==> src/rtl/vga_timing_pkg.sv <==
// ---------------------------------------------------------------------------
// vga_timing_pkg
// Shared 640x480@60 VGA timing constants and small helpers. The drawing
// controllers import this package as well so that wall and ceiling bounds
// track the same visible window that vga_timing_gen decodes.
//
// Contents:
//   CNT_W              width of the horizontal / vertical counters
//   VGA_H_* / VGA_V_*  default line and frame timing (pixels / lines)
//   PIX_DIV_W          width of the pixel-enable divider
//   cnt_t              counter type
//   rgb_t              packed {R,G,B} 4:4:4 pixel
//   in_window()        half-open range test lo <= v < hi
// ---------------------------------------------------------------------------
package vga_timing_pkg;

  localparam int unsigned CNT_W = 10;
  localparam int unsigned RGB_W = 12;

  // Horizontal timing, in pixel clocks.
  localparam int unsigned VGA_H_TOTAL      = 800;
  localparam int unsigned VGA_H_SYNC       = 96;
  localparam int unsigned VGA_H_DISP_START = 144;
  localparam int unsigned VGA_H_DISP_END   = 784;

  // Vertical timing, in lines.
  localparam int unsigned VGA_V_TOTAL      = 525;
  localparam int unsigned VGA_V_SYNC       = 2;
  localparam int unsigned VGA_V_DISP_START = 35;
  localparam int unsigned VGA_V_DISP_END   = 515;

  // The 100 MHz system clock is divided by 4 to get the 25 MHz pixel rate.
  localparam int unsigned PIX_DIV_W = 2;

  typedef logic [CNT_W-1:0] cnt_t;

  typedef struct packed {
    logic [3:0] r;
    logic [3:0] g;
    logic [3:0] b;
  } rgb_t;

  // Half-open interval membership, matching how the display window is
  // specified (start is visible, end is the first non-visible position).
  function automatic logic in_window(input cnt_t v, input cnt_t lo, input cnt_t hi);
    return (v >= lo) && (v < hi);
  endfunction

endpackage

==> src/rtl/vga_timing_gen_pix_en_div.sv <==
// ---------------------------------------------------------------------------
// pix_en_div
// Free-running 2-bit divider producing a one-clk pixel strobe every fourth
// clock (when the divider reads 3). Only compiled when the macro
// VGA_PIXEL_DIV4_EN is defined; otherwise vga_timing_gen ties pix_en high.
//
// Ports:
//   clk     in   system clock
//   rst     in   synchronous active-high reset, clears the divider
//   pix_en  out  one-clk strobe, high while the divider equals 3
// ---------------------------------------------------------------------------
`ifdef VGA_PIXEL_DIV4_EN
module pix_en_div
  import vga_timing_pkg::*;
(
  input  logic clk,
  input  logic rst,
  output logic pix_en
);

  localparam logic [PIX_DIV_W-1:0] DIV_ONE  = PIX_DIV_W'(1);
  localparam logic [PIX_DIV_W-1:0] DIV_LAST = '1;

  logic [PIX_DIV_W-1:0] div_q;

  // Wraps 3 -> 0 naturally through the 2-bit add. Cleared to 0 by reset so
  // the first strobe lands on the 4th clock after release.
  always_ff @(posedge clk) begin
    if (rst) begin
      div_q <= '0;
    end else begin
      div_q <= div_q + DIV_ONE;
    end
  end

  assign pix_en = (div_q == DIV_LAST);

endmodule
`endif

==> src/rtl/vga_timing_gen.sv <==
// ---------------------------------------------------------------------------
// vga_timing_gen
// 640x480 VGA timing generator: pixel/line counters, active-low syncs,
// visible-area decode, end-of-frame tick and RGB blanking to the DAC.
//
// Optional feature macro: VGA_PIXEL_DIV4_EN
//   defined   : pix_en comes from pix_en_div (one clk in four), a frame is
//               1,680,000 clk.
//   undefined : pix_en is tied high, a frame is 420,000 clk (simulation and
//               fast-clock builds).
//
// Ports:
//   clk         in   system clock (100 MHz)
//   rst         in   synchronous active-high reset
//   rgb_in      in   {R[3:0],G[3:0],B[3:0]} from the drawing logic
//   hCount      out  horizontal pixel counter, 0..H_TOTAL-1
//   vCount      out  vertical line counter, 0..V_TOTAL-1
//   bright      out  high inside the visible area
//   hSync       out  horizontal sync, active low
//   vSync       out  vertical sync, active low
//   pix_en      out  one-clk pixel strobe
//   frame_tick  out  one-clk pulse on the last pixel strobe of a frame
//   vgaR/G/B    out  colour to the DAC, zero outside the visible area
// ---------------------------------------------------------------------------
module vga_timing_gen
  import vga_timing_pkg::*;
#(
  parameter int unsigned H_TOTAL      = VGA_H_TOTAL,
  parameter int unsigned H_SYNC       = VGA_H_SYNC,
  parameter int unsigned H_DISP_START = VGA_H_DISP_START,
  parameter int unsigned H_DISP_END   = VGA_H_DISP_END,
  parameter int unsigned V_TOTAL      = VGA_V_TOTAL,
  parameter int unsigned V_SYNC       = VGA_V_SYNC,
  parameter int unsigned V_DISP_START = VGA_V_DISP_START,
  parameter int unsigned V_DISP_END   = VGA_V_DISP_END
) (
  input  logic             clk,
  input  logic             rst,
  input  logic [RGB_W-1:0] rgb_in,
  output logic [CNT_W-1:0] hCount,
  output logic [CNT_W-1:0] vCount,
  output logic             bright,
  output logic             hSync,
  output logic             vSync,
  output logic             pix_en,
  output logic             frame_tick,
  output logic [3:0]       vgaR,
  output logic [3:0]       vgaG,
  output logic [3:0]       vgaB
);

  localparam cnt_t CNT_ONE  = cnt_t'(1);
  localparam cnt_t H_LAST   = cnt_t'(H_TOTAL - 1);
  localparam cnt_t V_LAST   = cnt_t'(V_TOTAL - 1);
  localparam cnt_t H_SYNC_C = cnt_t'(H_SYNC);
  localparam cnt_t V_SYNC_C = cnt_t'(V_SYNC);
  localparam cnt_t H_VIS_LO = cnt_t'(H_DISP_START);
  localparam cnt_t H_VIS_HI = cnt_t'(H_DISP_END);
  localparam cnt_t V_VIS_LO = cnt_t'(V_DISP_START);
  localparam cnt_t V_VIS_HI = cnt_t'(V_DISP_END);

  logic h_wrap;
  logic v_wrap;
  logic h_vis;
  logic v_vis;
  rgb_t pix;

  // Pixel strobe source
`ifdef VGA_PIXEL_DIV4_EN
  pix_en_div u_pix_en_div (
    .clk    (clk),
    .rst    (rst),
    .pix_en (pix_en)
  );
`else
  assign pix_en = 1'b1;
`endif

  // Wrap on ">=" rather than "==" so a counter can never run past its last
  // legal value, whatever state it starts in.
  assign h_wrap = (hCount >= H_LAST);
  assign v_wrap = (vCount >= V_LAST);

  // Counter stage
  always_ff @(posedge clk) begin
    if (rst) begin
      hCount <= '0;
      vCount <= '0;
    end else if (pix_en) begin
      if (h_wrap) begin
        hCount <= '0;
        vCount <= v_wrap ? '0 : (vCount + CNT_ONE);
      end else begin
        hCount <= hCount + CNT_ONE;
      end
    end
  end

  // Zero-latency decode of the registered counters
  assign hSync = (hCount >= H_SYNC_C);
  assign vSync = (vCount >= V_SYNC_C);

  assign h_vis  = in_window(hCount, H_VIS_LO, H_VIS_HI);
  assign v_vis  = in_window(vCount, V_VIS_LO, V_VIS_HI);
  assign bright = h_vis && v_vis;

  // Fires on the strobe that moves the counters from the last pixel of the
  // last line back to (0,0).
  assign frame_tick = pix_en && (hCount == H_LAST) && (vCount == V_LAST);

  assign pix  = rgb_t'(rgb_in);
  assign vgaR = bright ? pix.r : 4'h0;
  assign vgaG = bright ? pix.g : 4'h0;
  assign vgaB = bright ? pix.b : 4'h0;

endmodule

==> config.mk <==
export PLATFORM = sky130hd
export DESIGN_NAME = vga_timing_gen
export DESIGN_NICKNAME = d
export VERILOG_FILES = /design/src/rtl/vga_timing_pkg.sv /design/src/rtl/vga_timing_gen_pix_en_div.sv /design/src/rtl/vga_timing_gen.sv
export SDC_FILE = /design/constraint.sdc
export NUM_CORES = 1
export LEC_CHECK = 0
export ABC_AREA = 1
export ABC_CLOCK_PERIOD_IN_PS = 3150
export CAP_MARGIN = 10
export CORE_MARGIN = 2
export CORE_UTILIZATION = 51
export CTS_CLUSTER_SIZE = 40
export DETAILED_ROUTE_END_ITERATION = 12
export DONT_BUFFER_PORTS = 1
export PLACE_DENSITY = 0.75
export SLEW_MARGIN = 20
export SYNTH_ARGS = -nofsm -noshare
export SYNTH_HDL_FRONTEND = slang
export SYNTH_SLANG_ARGS = --single-unit
==> constraint.sdc <==
create_clock -name clk -period 3.15 [get_ports clk]
set_input_delay 0.7875 -clock clk [delete_from_list [all_inputs] [get_ports clk]]
set_output_delay 0.7875 -clock clk [all_outputs]
set_load 0.01 [all_outputs]
Word level (Yosys, flattened, before mapping)
Index checks and enable logic that the tools add are counted.
{"block": "word_totals", "output_inout_bits": 37, "regBits": 20, "input_bits": 14}
{"block": "op_classes", "mux": 4, "n_eq_ne": 2, "n_addsub": 2, "magnitude_cmp": 8, "reduce_logical": 5}
{"op": "$add A10 B1 Y10 const B", "n": 2}
{"op": "$eq A10 B10 Y1 const B", "n": 2}
{"op": "$ge A10 B10 Y1 const B", "n": 2}
{"op": "$lt A10 B10 Y1 const B", "n": 2}
{"op": "$mux W4", "n": 3}
{"op": "$ge A10 B2 Y1 const B", "n": 1}
{"op": "$ge A10 B6 Y1 const B", "n": 1}
{"op": "$ge A10 B7 Y1 const B", "n": 1}
{"op": "$ge A10 B8 Y1 const B", "n": 1}
{"op": "$mux W10", "n": 1}
{"op": "$logic_and A1 B1 Y1", "n": 4}
{"op": "$reduce_or A2 Y1", "n": 1}

Logic depth before layout (Yosys ltp)
{"block": "depth", "ltp_word": 4, "ltp_mapped": 9}

Worst setup path before layout
No wires, ideal clock.
{"block": "synth_path", "kind": "reg2out", "startpoint": "register vCount[1]", "endpoint": "output port vgaB[0]", "path_stages_with_launch": 9, "slack_ps": 997, "n_path_buf": 1, "arrival_time_ps": 1365, "cell_sequence": "dfxtp_1 -> ha_1 -> nor2_1 -> nand2_1 -> nand2_1 -> nand2_1 -> nand3_1 -> buf_4 -> nor3_2"}
{"block": "synth_via", "elab_chain_len": 4, "elab_cells_between_ends": 5}
{"element": "start: declaration", "line": "vga_timing_gen.sv:41", "text": "output logic [CNT_W-1:0] vCount,"}
{"element": "start signal: assignment", "line": "vga_timing_gen.sv:92", "text": "vCount <= v_wrap ? '0 : (vCount + CNT_ONE);"}
{"element": "$ge A10 B6 Y1 or $lt A10 B10 Y1 (tied branches)", "line": "vga_timing_pkg.sv:46", "text": "return (v >= lo) && (v < hi);"}
{"element": "$logic_and A1 B1 Y1 (*)", "line": "vga_timing_pkg.sv:46"}
{"element": "$logic_and A1 B1 Y1 (*)", "line": "vga_timing_gen.sv:105", "text": "assign bright = h_vis && v_vis;"}
{"element": "$mux W4 (*)", "line": "vga_timing_gen.sv:114", "text": "assign vgaB = bright ? pix.b : 4'h0;"}
{"element": "end: declaration", "line": "vga_timing_gen.sv:49", "text": "output logic [3:0] vgaB"}
Mark *: on every way between the ends. The rest lies on a longest branch, timed or not.

Worst setup path after layout
{"block": "layout_path", "startpoint": "register vCount[0]", "endpoint": "output port vgaB[3]"}
The elaborated chain is that of the path after synthesis.

==> run summary <==
The flow ran to the end, and the final reports show no timing, DRC or antenna violations. The startpoint of the worst setup timing path is vCount[0]$_SDFFE_PP0P_. The logs give 400 um2 for the area of all sequential standard cells and 0 for the number of max-slew violations in the final report. In the final timing run, aggregate negative setup slack is 0 ns. The count of nets left with antenna violations after detail routing was 0; the buffer depth of the longest clock path was 2. For the worst hold-check slack, the log shows 0.544 ns. Dividing the detail-routed via count by the number of cells gives 5.13. The via total after detailed routing was 1,222; the sequential share of the synthesized area was 27.8%.

After detailed routing, the average wire length per cell comes to 11.7 um. The die covers 3260 um2. In this run the count of I/O pins placed on the die edge is 51.

The total of max-cap violations was 0. TritonCTS built the clock tree. Of the available clock period, the critical path in the final layout requires 85.9%. The signal arrival time at the worst endpoint came out at 1.92 ns. For the final setup violation count, the log shows 0.

Number of iterations in the first detailed-routing pass: 4. Largest voltage drop on the vdd net: 0.199 mV. For the fill cell total of the finished layout, the log shows 277.

Root buffer selected by CTS: clkbuf_4. Synthesis produced a netlist with a net count of 225. The number of buffers inserted for hold repair after clock tree synthesis is 0. In this run, synthesis inferred 0 flip-flops with an integrated enable. The number of warnings printed during yosys synthesis is 0. The met1 layer wirelength in the final routing was 1340 um. The synthesized area per cell was 6.96 um2.

The tools report the area after detailed placement as 1430 um2. The mapped netlist covers 1440 um2. Number of cell instances on the worst register-to-register path: 8. Highest layer used for signal routing: met4.

In the final layout, the share of cells above drive strength 1 is 22.2%. The amount of wire on met3 after detailed routing was 211 um. The non-filler instance count after layout was 238; the chip width was 57.1 um. 0 antenna diodes ended up in the layout. The run gives 1 as the deepest level of the CTS H-tree. The worst setup path is captured at an output port. Across all register-to-register paths, the minimum setup slack is 1.43 ns.

The first global-routing pass estimated 4220 um of wire. For this run, design rule violations remaining after detail routing come to 0. Walking the worst path, the cells encountered are ha_1, nor2_1, nand2_1, o21ai_1, nand2_2, nor3_1.

The CTS clock-pin slew for the worst setup and hold paths works out to 0.12 ns. The number of setup buffers added after CTS is 0. The number of cells produced by synthesis was 207.

The tools report the starting DRC count in detailed routing as 44. The run gives 0.00977 ns as the setup skew after layout. The library cell used most frequently in the layout, excluding fill and tap cells, is nand2_1. The worst register-to-register path ends at vCount[4]$_SDFFE_PP0P_. Port buffering added 0 buffers. The category of the critical setup timing path is register to output port. The standard cell core area was 2710 um2; the leftover overflow at the end of global routing was 0. Relative to the synthesized area, the layout overhead comes to 2.87%. On the worst path, the slowest cell contributes a delay of 0.39 ns. Dividing total power by cell area gives a power density of 337 nW/um2. The class of the most critical hold timing path was register to register. From bottom edge to top edge, the die measures 57.1 um. The clock period could shrink to 2.71 ns. The logs give 0 for the initial antenna violation count and 1190 um for the sum of met2 wire segment lengths after detailed routing. The number of global-route vias before repair is 929. After detailed routing, the total wire length is 2780 um.

The capture point of the critical path was vgaB[3]. The number of buffers created by CTS was 3; the number of resized instances in the post-cts repair step was 0. The total area of multi-input combinational cells is 840 um2.

The clock drives 20 sinks. The HPWL after detailed placement is 2120 um. The analysis attributes to cell leakage a power of 0.650 nW. The worst register-to-register path begins at hCount[0]$_SDFF_PP0_. The maximum fanout along the worst path came out at 13. The final net count is 226. Entering global routing, the biggest net connects 17 pins. Cell at the slowest stage of the critical path: dfxtp_1.

The run gives 370 MHz as the timing-limited maximum frequency. Setup repair after global routing left no endpoint under its margin. The later pin in the worst-skew pair is clocked with a latency of 0.32 ns. The starting utilization of the core area is 53.1%, and the row count is 19. Synthesis inferred 20 register bits. The primary flip-flop cell chosen by synthesis mapping was dfxtp_1. The library cells used most frequently in the layout, excluding fill and tap cells, are nand2_1, inv_1, nor2_1, dfxtp_1, nand3_1. The total instance count after detailed placement was 234; the fraction of registers with async set/reset was 0%. The global placer's final weighted congestion was 0.840. The worst setup path is launched from a register.

Data on the critical path is required at its endpoint by 2.36 ns. The total global routing track utilization is 16.5%, and the total count of hold-check failures in the final report is 0. The number of different library cells used by synthesis comes to 28. The final design area excluding fillers is 1480 um2.
metrics by stage:
stage | util (%) | total power [mW] | setup slack, ns
finish | 54.7 | 0.499 | 0.444
global route | 54.7 | 0.517 | 0.247
CTS | 54.7 | 0.502 | 0.418
detailed placement | 52.7 | 0.290 | 0.777
global placement | 52.7 | 0.289 | 0.807
floorplan | - | 0.288 | 0.997
cell families after synthesis:
| group | after synthesis | share of synthesized area (%) |
|---|---|---|
| compound gates | 19 | 10.6 |
| xor+xnor | 1 | 0.608 |
| fa+ha+maj | 4 | 3.48 |
| buf+inv | 43 | 13.9 |
| flops | 20 | 27.8 |
| other cells | 1 | 0.260 |
| simple gates | 119 | 43.4 |
cell usage after synthesis (3+ instances only):
| cell | count | area share [%] |
|---|---|---|
| nand2_1 | 43 | 11 |
| nand3_1 | 12 | 4.2 |
| nand2_2 | 4 | 1.7 |
| dfxtp_1 | 20 | 28 |
| nand2_4 | 3 | 2.3 |
| nor2_2 | 4 | 1.7 |
| a21oi_2 | 9 | 5.5 |
| nor3_1 | 5 | 1.7 |
| nand4_1 | 6 | 2.6 |
| inv_2 | 3 | 0.78 |
| inv_1 | 35 | 9.1 |
| ha_1 | 4 | 3.5 |
| nand3_2 | 4 | 2.8 |
| nor2_1 | 27 | 7.0 |
| nor3_2 | 9 | 6.3 |
power by group:
part / switching [mW] / internal (mW) / leakage (nW)
Sequential: 0.00585 / 0.256 / 0.162
Combinational: 0.0150 / 0.00680 / 0.460
Clock: 0.0863 / 0.129 / 0.0279
Total: 0.107 / 0.392 / 0.650
worst min-delay path by stage:
stage | start | end | depth (start not counted)
floorplan | hCount[0]$_SDFF_PP0_ | hCount[0]$_SDFF_PP0_ | 1
global placement | hCount[0]$_SDFF_PP0_ | hCount[0]$_SDFF_PP0_ | 1
detailed placement | hCount[0]$_SDFF_PP0_ | hCount[0]$_SDFF_PP0_ | 1
CTS | hCount[0]$_SDFF_PP0_ | hCount[0]$_SDFF_PP0_ | 1
global route | hCount[0]$_SDFF_PP0_ | hCount[0]$_SDFF_PP0_ | 1
finish | hCount[0]$_SDFF_PP0_ | hCount[0]$_SDFF_PP0_ | 1
cell type report:
| class | instances | area share (%) |
|---|---|---|
| Tap cell | 31 | 2.62 |
| Clock inverter | 1 | 2.03 |
| Timing Repair Buffer | 1 | 0.507 |
| Inverter | 38 | 9.63 |
| Multi-Input combinational cell | 144 | 56.7 |
| Clock buffer | 3 | 1.52 |
| Sequential cell | 20 | 27.0 |
critical path, delay by kind of cell, from the launching register on:
kind            cells  cell delay, ns
fa+ha+maj           1            0.27
flops               1            0.39
simple gates        4            0.78
compound gates      1            0.15
per-layer routing:
metal	GRT usage (%)	up-vias
met3	6.80	4
li1	-	652
met2	24.0	39
met4	5.98	0
met5	0	-
met1	21.9	527
state kept, by name, indices dropped and copies added, names as in the netlist:
signal,cells
hCount,10
vCount,10
(Power assumes the default switching activity.)
